File: src/rtl/double_adder_issue_queue.sv
// Circular issue queue that feeds double_adder_pipe operands in FIFO order.
// Optional same-cycle bypass into an empty queue: define DOUBLE_ADDER_ISSUE_BYPASS_EN.
module double_adder_issue_queue #(
   parameter int unsigned DEPTH = 8,
   parameter int unsigned TAG   = 8
) (
   input  logic                    clk,
   input  logic                    reset,
   input  logic [63:0]             in_a,
   input  logic [63:0]             in_b,
   input  logic [63:0]             in_mult_operand,
   input  logic [TAG-1:0]          in_tag,
   input  logic                    in_valid,
   output logic                    in_ready,
   input  logic                    adder_stall,
   input  logic                    global_stall,
   output logic [63:0]             input_a,
   output logic [63:0]             input_b,
   output logic [63:0]             mult_operand_in,
   output logic [TAG-1:0]          tag_in,
   output logic                    input_valid,
   output logic [$clog2(DEPTH):0]  occupancy,
   output logic                    overflow
);

   localparam int unsigned PtrW = $clog2(DEPTH);
   localparam logic [PtrW:0] Full = (PtrW + 1)'(DEPTH);

   typedef struct packed {
      logic [TAG-1:0] tag;
      logic [63:0]    m;
      logic [63:0]    b;
      logic [63:0]    a;
   } entry_t;

   entry_t          mem_q [DEPTH];
   entry_t          head;
   logic [PtrW-1:0] wr_ptr_q, wr_ptr_d;
   logic [PtrW-1:0] rd_ptr_q, rd_ptr_d;
   logic [PtrW:0]   occ_q, occ_d;
   logic            overflow_q, overflow_d;
   logic            issue_ok, empty, full, push, pop, bypass;

   always_comb begin
      empty    = (occ_q == '0);
      full     = (occ_q == Full);
      issue_ok = !adder_stall && !global_stall;
      in_ready = !full;
`ifdef DOUBLE_ADDER_ISSUE_BYPASS_EN
      // An empty queue hands the offered entry straight to the adder.
      bypass   = empty && issue_ok && in_valid;
`else
      bypass   = 1'b0;
`endif
      push        = in_valid && in_ready && !bypass;
      pop         = !empty && issue_ok;
      input_valid = pop || bypass;
      occupancy   = occ_q;
      overflow    = overflow_q;

      head = mem_q[rd_ptr_q];
      if (bypass) begin
         input_a         = in_a;
         input_b         = in_b;
         mult_operand_in = in_mult_operand;
         tag_in          = in_tag;
      end else begin
         input_a         = head.a;
         input_b         = head.b;
         mult_operand_in = head.m;
         tag_in          = head.tag;
      end
   end

   always_comb begin
      wr_ptr_d   = push ? wr_ptr_q + PtrW'(1) : wr_ptr_q;
      rd_ptr_d   = pop  ? rd_ptr_q + PtrW'(1) : rd_ptr_q;
      overflow_d = overflow_q || (in_valid && !in_ready);
      occ_d      = occ_q;
      unique case ({push, pop})
         2'b10:   occ_d = occ_q + (PtrW + 1)'(1);
         2'b01:   occ_d = occ_q - (PtrW + 1)'(1);
         default: occ_d = occ_q;
      endcase
   end

   always_ff @(posedge clk or posedge reset) begin
      if (reset) begin
         wr_ptr_q   <= '0;
         rd_ptr_q   <= '0;
         occ_q      <= '0;
         overflow_q <= 1'b0;
      end else begin
         wr_ptr_q   <= wr_ptr_d;
         rd_ptr_q   <= rd_ptr_d;
         occ_q      <= occ_d;
         overflow_q <= overflow_d;
      end
   end

   // Payload storage is deliberately unreset; occupancy alone marks validity.
   always_ff @(posedge clk) begin
      if (push) begin
         mem_q[wr_ptr_q] <= '{tag: in_tag, m: in_mult_operand, b: in_b, a: in_a};
      end
   end

endmodule

File: config.mk
export PLATFORM = sky130hd
export DESIGN_NAME = double_adder_issue_queue
export DESIGN_NICKNAME = d
export VERILOG_FILES = /design/src/rtl/double_adder_issue_queue.sv
export SDC_FILE = /design/constraint.sdc
export NUM_CORES = 1
export LEC_CHECK = 0
export BUFFER_PORTS_ARGS = -buffer_cell sky130_fd_sc_hd__buf_2
export CAP_MARGIN = 20
export CORE_MARGIN = 2
export CORE_UTILIZATION = 54
export CTS_BUF_LIST = sky130_fd_sc_hd__clkbuf_8
export CTS_CLUSTER_DIAMETER = 60
export DETAILED_ROUTE_END_ITERATION = 10
export HOLD_SLACK_MARGIN = 0.03
export PLACE_DENSITY = 0.72
export SLEW_MARGIN = 20
export SYNTH_ARGS = -nofsm -noshare
export SYNTH_HDL_FRONTEND = slang
export SYNTH_SLANG_ARGS = --single-unit
File: constraint.sdc
create_clock -name clk -period 18.4 [get_ports clk]
set_input_delay 0.92 -clock clk [delete_from_list [all_inputs] [get_ports clk]]
set_output_delay 0.92 -clock clk [all_outputs]
set_load 0.02 [all_outputs]
* Yosys cells after proc, flatten, opt, wreduce, memory -nomap -nowiden *
Memories as Yosys holds them, arrays and structs flattened.
Cells that the tools add are included.
Widths: inputs -> output; s select.

word-level totals
  register bits after elaboration = 11
  bits in writable memories = 1600
  output and inout bits = 207
  logic and storage cells = 26
  memories = 1

memory list
  name   words  bits a word  read ports  clocked after memory_dff  wr ports  RTL line  text
  mem_q  8      200          1           0                         1         36        entry_t mem_q [DEPTH];

cells by class
  add/sub/neg operators = 4
  equal/unequal tests = 3
  mux-type cells = 3
  reduce and logical (&&, ||, !) cells = 11

operators with widths
  kind                 count
  $pmux 4 s2           1
  $add 3x1->3 const B  2
  $add 4x1->4 const B  1
  $eq 4x4->1 const B   1
  $logic_and 1x1->1    4
  $logic_not 1->1      4
  $logic_not 4->1      1
  $sub 4x1->4 const B  1
  $eq 2x1->1 const B   1
  $eq 2x2->1 const B   1
  $mux 1               2
  $reduce_bool 2->1    1
  $logic_or 1x1->1     1

* Longest topological paths before layout *
  word-level depth = 5
  gate-level depth with buffers = 10

* Worst setup path after synthesis *
Ideal clock, no wire load.

  path type = reg-to-reg
  start point = reg occ_q[1] (netlist: occupancy[1])
  end point = mem mem_q[1][0] in the netlist's numbering, enable pin
  setup time = 1.005 ns
  arrival = 14.756 ns
  setup slack = 2.639 ns
  stages on the path, launching flop included = 6
  path buffers = 2
  cells stage by stage = dfrtp_1 clkbuf_2 or4b_1 clkbuf_1 nand3_1 nor3_1

between the ends
  longest elaborated chain between the ends = 5

ends and longest elaborated chain
  item                          RTL line  text
  start, declared               40        logic [PtrW:0] occ_q, occ_d;
  start signal, assigned        91        occ_q <= '0;
  start signal, assigned        96        occ_q <= occ_d;
  $eq 4x4->1                    46        full = (occ_q == Full);
  $logic_not 1->1               48        in_ready = !full;
  named net in_ready            14        output logic in_ready,
  $logic_and 1x1->1             55        push = in_valid && in_ready && !bypass;
  $mux 1                        103       if (push) begin
  $mux 1 (implied by the code)  104       mem_q[wr_ptr_q] <= '{tag: in_tag, m: in_mult_operand, b: in_b, a: in_a};
  end, declared                 36

The timed path passes the listed nets, and every way through them passes these cells.

* Worst setup path in the final report *
  start point = reg rd_ptr_q[0]
  end point = out input_b[33]

between the ends
  longest elaborated chain between the ends = 1

ends and longest elaborated chain
  item                    RTL line  text
  start, declared         39        logic [PtrW-1:0] rd_ptr_q, rd_ptr_d;
  start signal, assigned  95        rd_ptr_q <= rd_ptr_d;
  $mem_v2 8x200           --
  end, declared           18        output logic [63:0] input_b,

Every way passes these cells.

==> results.yml <==
outcome:
  outcome: "finished, final reports clean"
final_layout:
  area_growth_pct: 12.8
  finalNetCount: 3173
  fin_cells: 4656
  drive_gt1_share_pct: 36.7
  fillCellCount: 7568
  multi_input_area_um2: 12500
  register_area_um2: 48300
clocking:
  cts_buffers: 241
  clock-sinks: 1611
  clockBufferDepth: 3
  htree_levels: 4
  cts_tree: "yes"
  clkSlewWorstSetupHoldPaths_ps: 60
  clk_latency_ps: 910
  cts_root_buf: "clkbuf_8"
  cts_resized: 0
floorplan:
  floorplan.initialDensity_pct: 54.6
  die_y_um: 342
  die_w_um: 342
  die_area_um2: 117000
  core_area_um2: 113000
  num_rows: 123
  io_pins: 412
synthesis:
  ys_seq_area_share_pct: 78.4
  synth_edf_count: 1600
  synthesis.instances: 2380
  syn-cell-area_um2: 61600
  async_flop_share_pct: 0.683
  syn_avg_cell_area_um2: 25.9
  yosysTopAreaCell: "edfxtp_1"
  yosys-top-cells-area: "edfxtp_1, mux4_1, mux4_2"
  synth_cell_types: 35
  ys_seq_elements: 1611
  syn_nets: 2590
  yosys_warnings: 0
  yosysTopAreaCellShare_pct: 78.0
  ys.flop_type: "edfxtp_1"
  synthTopCellsByCount: "edfxtp_1, mux4_1, mux2_2"
  synth.most_common_cell: "edfxtp_1"
place:
  dpl.hpwl_um: 64800
  place_ws_ps: 13440
  port_buffers: 411
  place_congestion: 0.704
  placedCellCount: 4217
sta:
  max_slew.worst_pin.slew_ps: 1110
  hold_viol_final: 0
  slew_headroom_pct: 25.8
  setup_ws_ps: 12470
  period_minus_slack_ps: 5930
  setup_viol: 0
  period_share_pct: 32.2
  max_freq_mhz: 169
  rsz0062_at_grt: "no"
  tns_ps: 0
  holdWs_ps: 278
  drv_slew: 0
  fin_skew_ps: 41.0
worst_setup_path:
  startpoint_type: "register"
  critical_path_class: "reg -> out"
  cp.arrival_ps: 5010
  critPathMaxFanout: 92
  cp_top_family: "buffers and inverters"
  worst-path-buf-inv: 4
  slowest_stage: "dfrtp_4"
  cp_cell_sequence: "buf_12 -> buf_16 -> buf_4 -> mux4_1 -> mux2_2 -> buf_2"
  slowest_delay_ps: 1040
  critPathRequiredTime_ps: 17480
  critPathCaptureType: "output port"
global_route:
  overflow: 0
  grt_pass1_wl_um: 180000
  grt_max_degree: 134
  grt_util_all_layers_pct: 20.9
  grt_pass1_vias: 29107
  grt_antenna_before_repair: 36
route:
  drt_iter0_markers: 2115
  routed-via-count: 27260
  dr.pass1.iters: 5
  avgViaCountPerCell: 5.85
  wl_per_cell_um: 26.1
  detail-route-antenna-nets: 0
  drc: 0
  wirelength_um: 121000
power_and_ir_drop:
  peakVddDrop_mv: 0.145
  p_per_area_nw_per_um2: 156
  p_leak_nw: 23.4
hold_path:
  hold_path_class: "in -> reg"
flow_run:
  maxCapViolCount: 0
[metal layers]
layer  share of wire [%]  wire, um  up-vias  global-route usage (%)
met5                0.18       218        -                       0
met4                 2.0      2450       34                    5.80
met3                 6.7      8080      221                    5.53
met2                  52     63000      838                    35.4
met1                  39     47700    14461                    26.8
li1                    -         -    11706                       -
[logic make-up (layout without fill, tap and decap cells)]
| logic type | Yosys count | in the layout | synth area share, % |
|---|---|---|---|
| AO/OA/AOI/OAI | 7 | 7 | 0.0873 |
| XOR/XNOR | 7 | 7 | 0.0995 |
| adder cells (fa/ha/maj) | 5 | 5 | 0.102 |
| buffers and inverters | 120 | 886 | 1.49 |
| flip-flops | 1611 | 1611 | 78.4 |
| multiplexers | 604 | 604 | 19.6 |
| other | 0 | 10 | 0 |
| AND/OR/NAND/NOR | 26 | 26 | 0.233 |
[worst paths after layout]
check                             start            to  slack, ps  depth (start not counted)
min                             in_a[0]   mem_q[0][0]        280                          1
max reg2reg                occupancy[1]  mem_q[6][43]      14360                          5
min in group asynchronous         reset      overflow        630                          3
max in group asynchronous         reset   rd_ptr_q[1]      17330                          3
max                         rd_ptr_q[0]   input_b[33]      12470                          6
min reg2reg                    overflow      overflow        500                          1
[sequential cells by signal, summed over array words and instances, names as in the netlist]
signal,cells
mem_q,1600
overflow,1
occupancy,4
rd_ptr_q,3
wr_ptr_q,3
[worst reg2reg max path, delay by kind of cell, from the launching register on]
family,cells,cell delay [ps]
buffers and inverters,2,1670
and+or+nand+nor,3,1480
DFF,1,510
[area by class of cell]
type / instances / share of cell area (%)
repair buffers: 455 / 3.58
clock inverters: 183 / 1.42
flip-flops and latches: 1611 / 69.5
inverters: 5 / 0.0270
diodes: 10 / 0.0360
clock buffers: 243 / 4.81
well taps: 1500 / 2.70
multi-input cells: 649 / 17.9
[per-stage QoR]
step,power [W],cell area [um^2],util (%)
3_5_place_dp,0.00838,65100,57.7
5_1_grt,0.0113,69500,61.6
4_1_cts,0.0110,69500,61.6
6_report,0.0109,69500,61.6
3_3_place_gp,0.00830,65100,57.7
2_1_floorplan,0.00755,61600,-
[placed cells by master (no fill, tap or decap), types with 2 or more instances in the layout]
cell type | synthesis | routed
or4_1 | 2 | 2
mux4_1 | 205 | 205
clkbuf_8 | 0 | 243
buf_2 | 9 | 411
nand2b_1 | 2 | 2
clkinv_2 | 0 | 24
inv_1 | 5 | 99
ha_1 | 5 | 5
bufinv_16 | 0 | 5
edfxtp_1 | 1600 | 1600
mux4_2 | 195 | 195
nand3b_1 | 2 | 2
dfrtp_4 | 0 | 3
mux2_2 | 203 | 203
clkinv_8 | 0 | 3
buf_12 | 3 | 6
nand3_1 | 3 | 3
nor3_2 | 0 | 2
dfrtp_1 | 11 | 8
nand2_1 | 3 | 3
diode_2 | 0 | 10
clkinv_1 | 0 | 43
nor2_4 | 0 | 6
inv_12 | 0 | 3
inv_6 | 0 | 3
nor2_1 | 8 | 2
buf_4 | 0 | 35
xnor2_1 | 6 | 6
inv_8 | 0 | 2
clkinvlp_4 | 0 | 4
[timing repair]
item	4_1_cts	5_1_grt
setup endpoints to repair	0	0
hold endpoints to repair	11	0
hold buffers	1	0
setup buffers	0	0
[power breakdown]
part	internal [W]	total, W	switching (W)
clock network	0.00130	0.00260	0.00130
registers	0.00462	0.00479	0.000177
logic	0.00150	0.00346	0.00196
Note: power is estimated with default switching activity, not from simulation.
